### config.mk
export PLATFORM = sky130hd
export DESIGN_NAME = sap_datapath
export DESIGN_NICKNAME = d
export VERILOG_FILES = /design/src/rtl/sap_pkg.sv /design/src/rtl/sap_ram16x8.sv /design/src/rtl/sap_datapath.sv
export SDC_FILE = /design/constraint.sdc
export NUM_CORES = 1
export LEC_CHECK = 0
export BUFFER_PORTS_ARGS = -buffer_cell sky130_fd_sc_hd__buf_2
export CORE_UTILIZATION = 65
export DETAILED_ROUTE_END_ITERATION = 16
export HOLD_SLACK_MARGIN = 0.1
export PLACE_DENSITY = 0.81
export SYNTH_ARGS = -nofsm -noshare
export SYNTH_HDL_FRONTEND = slang
export SYNTH_SLANG_ARGS = --single-unit
export TNS_END_PERCENT = 50
### constraint.sdc
create_clock -name clk -period 6.6 [get_ports clk]
set_input_delay 1.32 -clock clk [delete_from_list [all_inputs] [get_ports clk]]
set_output_delay 1.32 -clock clk [all_outputs]
set_load 0.05 [all_outputs]
### src/rtl/sap_pkg.sv
// Shared constants for the SAP datapath: control-word bit indices, opcodes and default widths.
package sap_pkg;

  localparam int SAP_DATA_W = 8;
  localparam int SAP_ADDR_W = 4;
  localparam int CTRL_W     = 15;

  localparam int SIG_CP   = 14;
  localparam int SIG_EP   = 13;
  localparam int SIG_LP   = 12;
  localparam int SIG_NLMA = 11;
  localparam int SIG_NLMD = 10;
  localparam int SIG_NCE  = 9;
  localparam int SIG_NLR  = 8;
  localparam int SIG_NLI  = 7;
  localparam int SIG_NEI  = 6;
  localparam int SIG_NLA  = 5;
  localparam int SIG_EA   = 4;
  localparam int SIG_SU   = 3;
  localparam int SIG_EU   = 2;
  localparam int SIG_NLB  = 1;
  localparam int SIG_NLO  = 0;

  // No-operation control word: active-high bits at 0, active-low bits at 1
  localparam logic [CTRL_W-1:0] CTRL_IDLE = 15'h0FE3;

  typedef enum logic [3:0] {
    OP_HLT = 4'h0,
    OP_LDA = 4'h1,
    OP_ADD = 4'h2,
    OP_SUB = 4'h3,
    OP_STA = 4'h4,
    OP_LDI = 4'h5,
    OP_OUT = 4'h6,
    OP_JMP = 4'h7
  } opcode_t;

  function automatic int unsigned count_ones(input logic [4:0] v);
    int unsigned n;
    n = 0;
    for (int i = 0; i < 5; i++) begin
      if (v[i]) n++;
    end
    return n;
  endfunction

endpackage

### src/rtl/sap_ram16x8.sv
// Program/data RAM: synchronous write, asynchronous read; the program-load port wins over the CPU write.
module sap_ram16x8
  import sap_pkg::*;
#(
  parameter int DATA_W = SAP_DATA_W,
  parameter int ADDR_W = SAP_ADDR_W
) (
  input  logic              clk,
  input  logic              we,
  input  logic [ADDR_W-1:0] addr,
  input  logic [DATA_W-1:0] wdata,
  input  logic              prog_we,
  input  logic [ADDR_W-1:0] prog_addr,
  input  logic [DATA_W-1:0] prog_data,
  output logic [DATA_W-1:0] rdata
);

  logic [DATA_W-1:0] mem [2**ADDR_W];

  // Contents deliberately survive reset so a loaded program is kept.
  always_ff @(posedge clk) begin
    if (prog_we)  mem[prog_addr] <= prog_data;
    else if (we)  mem[addr]      <= wdata;
  end

  assign rdata = mem[addr];

endmodule

### src/rtl/sap_datapath.sv
// SAP bus datapath: PC, MAR, MDR, RAM, IR, A, B, adder/subtractor and OUT on a shared OR bus.
// Optional carry/zero flags are built when SAP_FLAGS_EN is defined.
module sap_datapath
  import sap_pkg::*;
#(
  parameter int DATA_W = SAP_DATA_W,
  parameter int ADDR_W = SAP_ADDR_W
) (
  input  logic              clk,
  input  logic              rst_n,
  input  logic [14:0]       ctrl,
  input  logic              prog_we,
  input  logic [ADDR_W-1:0] prog_addr,
  input  logic [DATA_W-1:0] prog_data,
  output logic [3:0]        opcode,
  output logic [DATA_W-1:0] out_val,
  output logic [DATA_W-1:0] bus_dbg,
  output logic              bus_conflict
`ifdef SAP_FLAGS_EN
  ,
  output logic              flag_c,
  output logic              flag_z
`endif
);

  logic c_p, e_p, l_p, ld_ma, ld_md, ce, ld_r, ld_i, e_i, ld_a, e_a, s_u, e_u, ld_b, ld_o;

  assign c_p   =  ctrl[SIG_CP];
  assign e_p   =  ctrl[SIG_EP];
  assign l_p   =  ctrl[SIG_LP];
  assign ld_ma = ~ctrl[SIG_NLMA];
  assign ld_md = ~ctrl[SIG_NLMD];
  assign ce    = ~ctrl[SIG_NCE];
  assign ld_r  = ~ctrl[SIG_NLR];
  assign ld_i  = ~ctrl[SIG_NLI];
  assign e_i   = ~ctrl[SIG_NEI];
  assign ld_a  = ~ctrl[SIG_NLA];
  assign e_a   =  ctrl[SIG_EA];
  assign s_u   =  ctrl[SIG_SU];
  assign e_u   =  ctrl[SIG_EU];
  assign ld_b  = ~ctrl[SIG_NLB];
  assign ld_o  = ~ctrl[SIG_NLO];

  logic [ADDR_W-1:0] pc, mar;
  logic [DATA_W-1:0] mdr, ir, a, b;
  logic [DATA_W-1:0] ram_rd, alu_res, bus;

  sap_ram16x8 #(.DATA_W(DATA_W), .ADDR_W(ADDR_W)) u_ram (
    .clk       (clk),
    .we        (ld_r),
    .addr      (mar),
    .wdata     (mdr),
    .prog_we   (prog_we),
    .prog_addr (prog_addr),
    .prog_data (prog_data),
    .rdata     (ram_rd)
  );

`ifdef SAP_FLAGS_EN
  // Subtract as A + ~B + 1 so the top bit is the no-borrow indication.
  logic [DATA_W:0] alu_full;
  assign alu_full = s_u ? ({1'b0, a} + {1'b0, ~b} + (DATA_W+1)'(1))
                        : ({1'b0, a} + {1'b0, b});
  assign alu_res  = alu_full[DATA_W-1:0];
`else
  assign alu_res = s_u ? (a - b) : (a + b);
`endif

  logic [4:0] drv_en;
  assign drv_en = {e_p, ce, e_i, e_a, e_u};

  always_comb begin
    bus = '0;
    if (e_p) bus = bus | DATA_W'(pc);
    if (ce)  bus = bus | ram_rd;
    if (e_i) bus = bus | DATA_W'(ir[3:0]);
    if (e_a) bus = bus | a;
    if (e_u) bus = bus | alu_res;
  end

  always_ff @(posedge clk or negedge rst_n) begin
    if (!rst_n) begin
      pc           <= '0;
      mar          <= '0;
      mdr          <= '0;
      ir           <= '0;
      a            <= '0;
      b            <= '0;
      out_val      <= '0;
      bus_conflict <= 1'b0;
    end else begin
      if (l_p)      pc <= bus[ADDR_W-1:0];
      else if (c_p) pc <= pc + 1'b1;
      if (ld_ma) mar     <= bus[ADDR_W-1:0];
      if (ld_md) mdr     <= bus;
      if (ld_i)  ir      <= bus;
      if (ld_a)  a       <= bus;
      if (ld_b)  b       <= bus;
      if (ld_o)  out_val <= a;
      if (count_ones(drv_en) >= 2) bus_conflict <= 1'b1;
    end
  end

`ifdef SAP_FLAGS_EN
  always_ff @(posedge clk or negedge rst_n) begin
    if (!rst_n) begin
      flag_c <= 1'b0;
      flag_z <= 1'b0;
    end else if (ld_a && e_u) begin
      flag_c <= alu_full[DATA_W];
      flag_z <= (alu_res == '0);
    end
  end
`endif

  assign opcode  = ir[DATA_W-1 -: 4];
  assign bus_dbg = bus;

endmodule
After elaboration in Yosys (flattened, before gate mapping)
Memory sizes are Yosys's and may differ from the RTL's.
Index checks and enable logic that the tools add are counted.
{"block": "op_classes", "addsub": 7, "n_lt_le_gt_ge": 1, "mux": 21, "n_bitwise": 4, "reduce_logical": 2}
{"operator": "32-bit by 1-bit adder with 32-bit output (second input constant)", "n": 4}
{"operator": "32-bit two-way mux", "n": 4}
{"operator": "8-bit two-way mux", "n": 6}
{"operator": "32-bit by 2-bit >= comparator with 1-bit output (second input constant)", "n": 1}
{"operator": "4-bit two-way mux", "n": 4}
{"operator": "8-bit bitwise OR", "n": 2}
{"operator": "8-bit adder", "n": 1}
{"operator": "4-bit by 8-bit bitwise OR with 8-bit output", "n": 1}
{"operator": "8-bit by 4-bit bitwise OR with 8-bit output", "n": 1}
{"operator": "8-bit OR reduction", "n": 1}
{"operator": "8-bit subtractor", "n": 1}
{"operator": "1-bit two-way mux", "n": 7}
{"operator": "4-bit by 1-bit adder with 4-bit output (second input constant)", "n": 1}
{"operator": "2-bit nonzero test", "n": 1}
{"block": "totals", "register_bits": 49, "mem_bits_rw": 128, "inputBits": 30, "out_inout_bits": 21, "wordCells": 44, "memories": 1}
{"name": "u_ram.mem", "words": 16, "width": 8, "read_ports": 1, "rd_ports_with_merged_regs": 0, "write_ports": 1, "line_no": "sap_ram16x8.sv:18", "rtl": "logic [DATA_W-1:0] mem [2**ADDR_W];"}

Depth between registers and ports, before layout
{"block": "depth", "word_depth": 10, "depth_mapped": 11, "ltp_nobuf": 10}

Cells and area by module
A second synthesis with hierarchy kept.
{"block": "unflattened", "hier_cells": 546, "hier_area_um2": 8067.7}
{"module": "sap_ram16x8", "n_inst": 1, "cells_per_inst": 281, "area_each_um2": 5242.5, "seq_area_each_um2": 3843.7}
{"module": "sap_datapath", "n_inst": 1, "cells_per_inst": 265, "area_each_um2": 2825.2, "seq_area_each_um2": 1226.2}

Least setup slack after synthesis
No wires, ideal clock.
{"block": "synth_timing", "kind": "in2out", "startpoint": "input port ctrl[3]", "endpoint": "output port bus_dbg[3]", "t_arrival_ps": 3329, "required_ps": 5280, "slack_ps": 1951, "path_stages": 8, "path_buffers": 0, "cell_sequence": "mux2_2 inv_1 ha_1 nor2b_1 o21a_1 or3_1 a32oi_1 nand2_1"}
{"block": "synth_between", "elab_chain_cells": 3}
{"element": "from (decl)", "line_no": "sap_datapath.sv:11", "rtl": "input logic [14:0] ctrl,"}
{"element": "8-bit two-way mux", "line_no": "sap_datapath.sv:66", "rtl": "assign alu_res = s_u ? (a - b) : (a + b);"}
{"element": "8-bit bitwise OR", "line_no": "sap_datapath.sv:78", "rtl": "if (e_u) bus = bus | alu_res;"}
{"element": "8-bit two-way mux", "line_no": "sap_datapath.sv:78"}
{"element": "to (decl)", "line_no": "sap_datapath.sv:17", "rtl": "output logic [DATA_W-1:0] bus_dbg,"}
Every way passes these cells.

Worst setup path after layout
Same ends and word-level chain as after synthesis.

==> key figures <==
Yosys
  • Post-synth EDFFs: 128
  • Post-synthesis sequential area ratio: 63.89%
  • Syn_nets: 562
  • Unique masters post-synth: 57
  • YS warnings: 0
  • Synth Area in Simple Gates: 6.197%
  • Compound-Gate Fraction of Synth Area: 6.780%
  • Mux share of post-synthesis cell area: 16.32%
  • Adder-Cell Fraction of Synth Area: 2.460%
  • Seq cells post-synth: 177
  • Post-Syn Area per Cell: 15.35 sq um
  • Synth Area in XOR/XNOR: about 1.5%
  • Post-Synthesis Cells: 517
  • Post-synth top flop: edfxtp_1
  • Largest family of logic cells by synthesized area: multiplexers
  • Mapped Area: 0.007935 sq mm
  • Synth async-reset ratio: 27.68%

Timing
  • Worst hold slack: 481.0 ps
  • Max Freq: ~0.20 GHz
  • Slew Limit Headroom: 7.370%
  • Final Critical Period: 4975 ps
  • Slew @ Worst Pin: 1384 ps
  • Worst Skew: 8.759 ps
  • Count of pins over their slew limit: 0
  • Fin crit share: 75.37%
  • Unrepaired setup endpoints after global routing: false
  • Setup TNS: 0 ps
  • Hold Violations, Final: 0
  • Final setup fails: 0

Global route
  • Vias in the first global route: 4853
  • Antenna violations before repair: 0
  • Total gr overflow: 0
  • GRT Overall Usage: 29.20%
  • First-pass GRT wire length: around 27000 microns
  • Largest net degree at the start of global routing: 50

Finish
  • Layout area overhead: 11.29%
  • Inserted Diodes: 0
  • Leading cell type in the layout, fill and taps excluded: edfxtp_1
  • Commonest cells after routing, fill and taps aside: 128 x edfxtp_1, 50 x buf_2, 48 x dfrtp_1
  • Final instance area: 0.008831 sq mm
  • Layout cells sized above 1: ~28%
  • Final #Nets: 614
  • Util after Layout: about three quarters

Clocking
  • CTS buffer count: 17
  • Longest Clk Path Bufs: 2
  • Root buffer cell: clkbuf_16
  • CTS resizes: 0
  • Clk sinks: about 180
  • Post-CTS Setup Inserts: 0
  • H-Tree Depth: 4
  • Worst-Skew Late Latency: 440 ps
  • Reg clk slew, reported paths: 60 ps
  • CTS tree: yes
  • Cts hold-fix bufs: 0

Routing
  • Total Wirelength: 16960 microns
  • Via-to-Cell Ratio: 6.614
  • DRC Markers: 0
  • DR WL/cell: 23.39 microns
  • Initial drt markers: 468
  • DRT Pass-1 Iters: 7
  • Antenna Nets Post-Route: 0
  • Vias after detailed routing: 4795

Min path
  • Min-delay worst type: flip-flop to flip-flop

Place
  • HPWL after detailed placement: 11080 microns
  • IO buf count: 50
  • Placer Congestion: 0.8422
  • DP Area: ~0.0083 sq mm

Power and ir drop
  • Tot Pwr: 3.588 mW
  • Seq pwr share: 40.7%
  • Int Pwr: 2.327 mW
  • Static Leak: 3.184 nW
  • Maximum VDD drop: between 0.0002 and 0.00025 V
  • Switch share: 35.14%
  • Pwr/cell area: 406.3 mW/mm^2
  • Net Sw Power: 1.261 mW
  • Clock power share: 27.2%
  • Comb pwr share: about a third

Worst setup path
  • Worst setup SP type: primary input
  • Crit. End Element: output pin
  • Largest stage delay, worst path: 540 ps
  • CP Data Required Time: between 5000 and 6000 ps
  • Crit path cell chain: buf_2 -> mux2_2 -> inv_1 -> ha_1 -> nor2b_1 -> o21a_1 -> or3_1 -> a32oi_1 -> nand2_1 -> buf_2
  • Crit Path Class: primary input to output pin
  • Critical path peak fanout: 7
  • Crit path DAT: 3650 ps
  • Critical path's slowest cell: a32oi_1
  • Most frequent cell on the critical path: buf_2

Floorplan
  • Die area: 0.01265 sq mm
  • Starting Density: 68.04%
  • Die W: between 100 and 150 microns
  • # IOs: 51
  • Die height: 112.5 microns
  • Core Region: 0.01166 sq mm
  • FP Rows: 39

Outcome
  • Status: complete, no violations

Run
  • Max-cap violations: 0
## area by class of cell
type	instances	area (sq um)
clock buffer	17	425.4
clock inverter	15	146.4
fill	696	2831
inverter	27	101.3
multi-input combinational	294	2643
sequential	177	5071
tap	143	178.9
timing repair buffer	52	265.3
## metal layers
| layer | routed length (microns) | up-vias | track usage, % |
|---|---|---|---|
| met2 | 8430 | 262 | 48.32 |
| met3 | 1295 | 55 | 6.803 |
| met4 | 532 | 0 | 14.76 |
| met5 | 0 | - | 0 |
| met1 | 6699 | 2374 | 36.58 |
| li1 | - | 2104 | - |
## worst paths after layout
| kind | start | to | slack [ps] | cells after the start |
|---|---|---|---|---|
| setup / recovery | ctrl[3] | bus_dbg[3] | 1630 | 10 |
| max in group asynchronous | rst_n | mar[0]$_DFFE_PN0N_ | 4780 | 1 |
| hold / removal | bus_conflict$_DFFE_PN0P_ | bus_conflict$_DFFE_PN0P_ | 480 | 1 |
| min in group asynchronous | rst_n | bus_conflict$_DFFE_PN0P_ | 1090 | 1 |
| setup reg to reg | b[0]$_DFFE_PN0N_ | mar[3]$_DFFE_PN0N_ | 3750 | 10 |
| hold reg to reg | bus_conflict$_DFFE_PN0P_ | bus_conflict$_DFFE_PN0P_ | 480 | 1 |
## logic make-up (layout without fill, tap and decap cells)
| logic type | Yosys count | count (layout) |
|---|---|---|
| fa+ha+maj | 15 | 15 |
| flops | 177 | 177 |
| simple gates | 109 | 109 |
| xor+xnor | 14 | 14 |
| mux | 81 | 81 |
| compound gates | 75 | 75 |
| buf+inv | 46 | 111 |
## flip-flops by register name (all words and copies together) (netlist names)
name / flops
ir: 8
pc: 4
mar: 4
mdr: 8
u_ram.mem: 128
bus_conflict: 1
out_val: 8
b: 8
a: 8
## through the flow
| step | setup WS, ps | instances |
|---|---|---|
| final | 1625 | 725 |
| after global routing | 1454 | 725 |
| after CTS | 1671 | 725 |
| after detailed placement | 1678 | 693 |
| after global placement | 1709 | 693 |
| after floorplan | 1951 | 517 |
## synthesized netlist by cell type (all sizes together), types with 3 or more instances
cell     number  area share [%]
o21a          3            0.28
mux4         32             9.1
nand2        29             1.4
nor3b         3            0.28
a41oi         4            0.44
clkinv        4            0.19
mux2         40             6.1
a21oi         9            0.66
xnor2        10             1.1
o211ai        3            0.28
a22oi         4            0.38
buf          11             1.2
inv          23             1.1
a31oi        15             1.2
nor2         46             2.2
nor3         11            0.69
clkbuf        8            0.38
xor2          4            0.44
dfrtp        49              15
o21ai        10            0.63
nand2b        5            0.39
a2bb2oi       4            0.44
nor2b         5            0.39
a32oi         7            0.77
edfxtp      128              48
ha           14             2.2
mux2i         9             1.1
## power by group through the flow
| stage | combinational (mW) | sequential (mW) | clock (mW) |
|---|---|---|---|
| after global routing | 1.24 | 1.47 | 1.02 |
| after global placement | 1.11 | 1.47 | 0 |
| after detailed placement | 1.14 | 1.48 | 0 |
| after floorplan | 0.854 | 1.50 | 0 |
| after CTS | 1.15 | 1.46 | 0.981 |
| final | 1.15 | 1.46 | 0.975 |
## critical path, delay by kind of cell
kind            cells  cell delay (ps)
compound gates      2              720
simple gates        3              580
buf+inv             3              450
mux                 1              370
fa+ha+maj           1              210
Note: power is estimated with default switching activity, not from simulation.
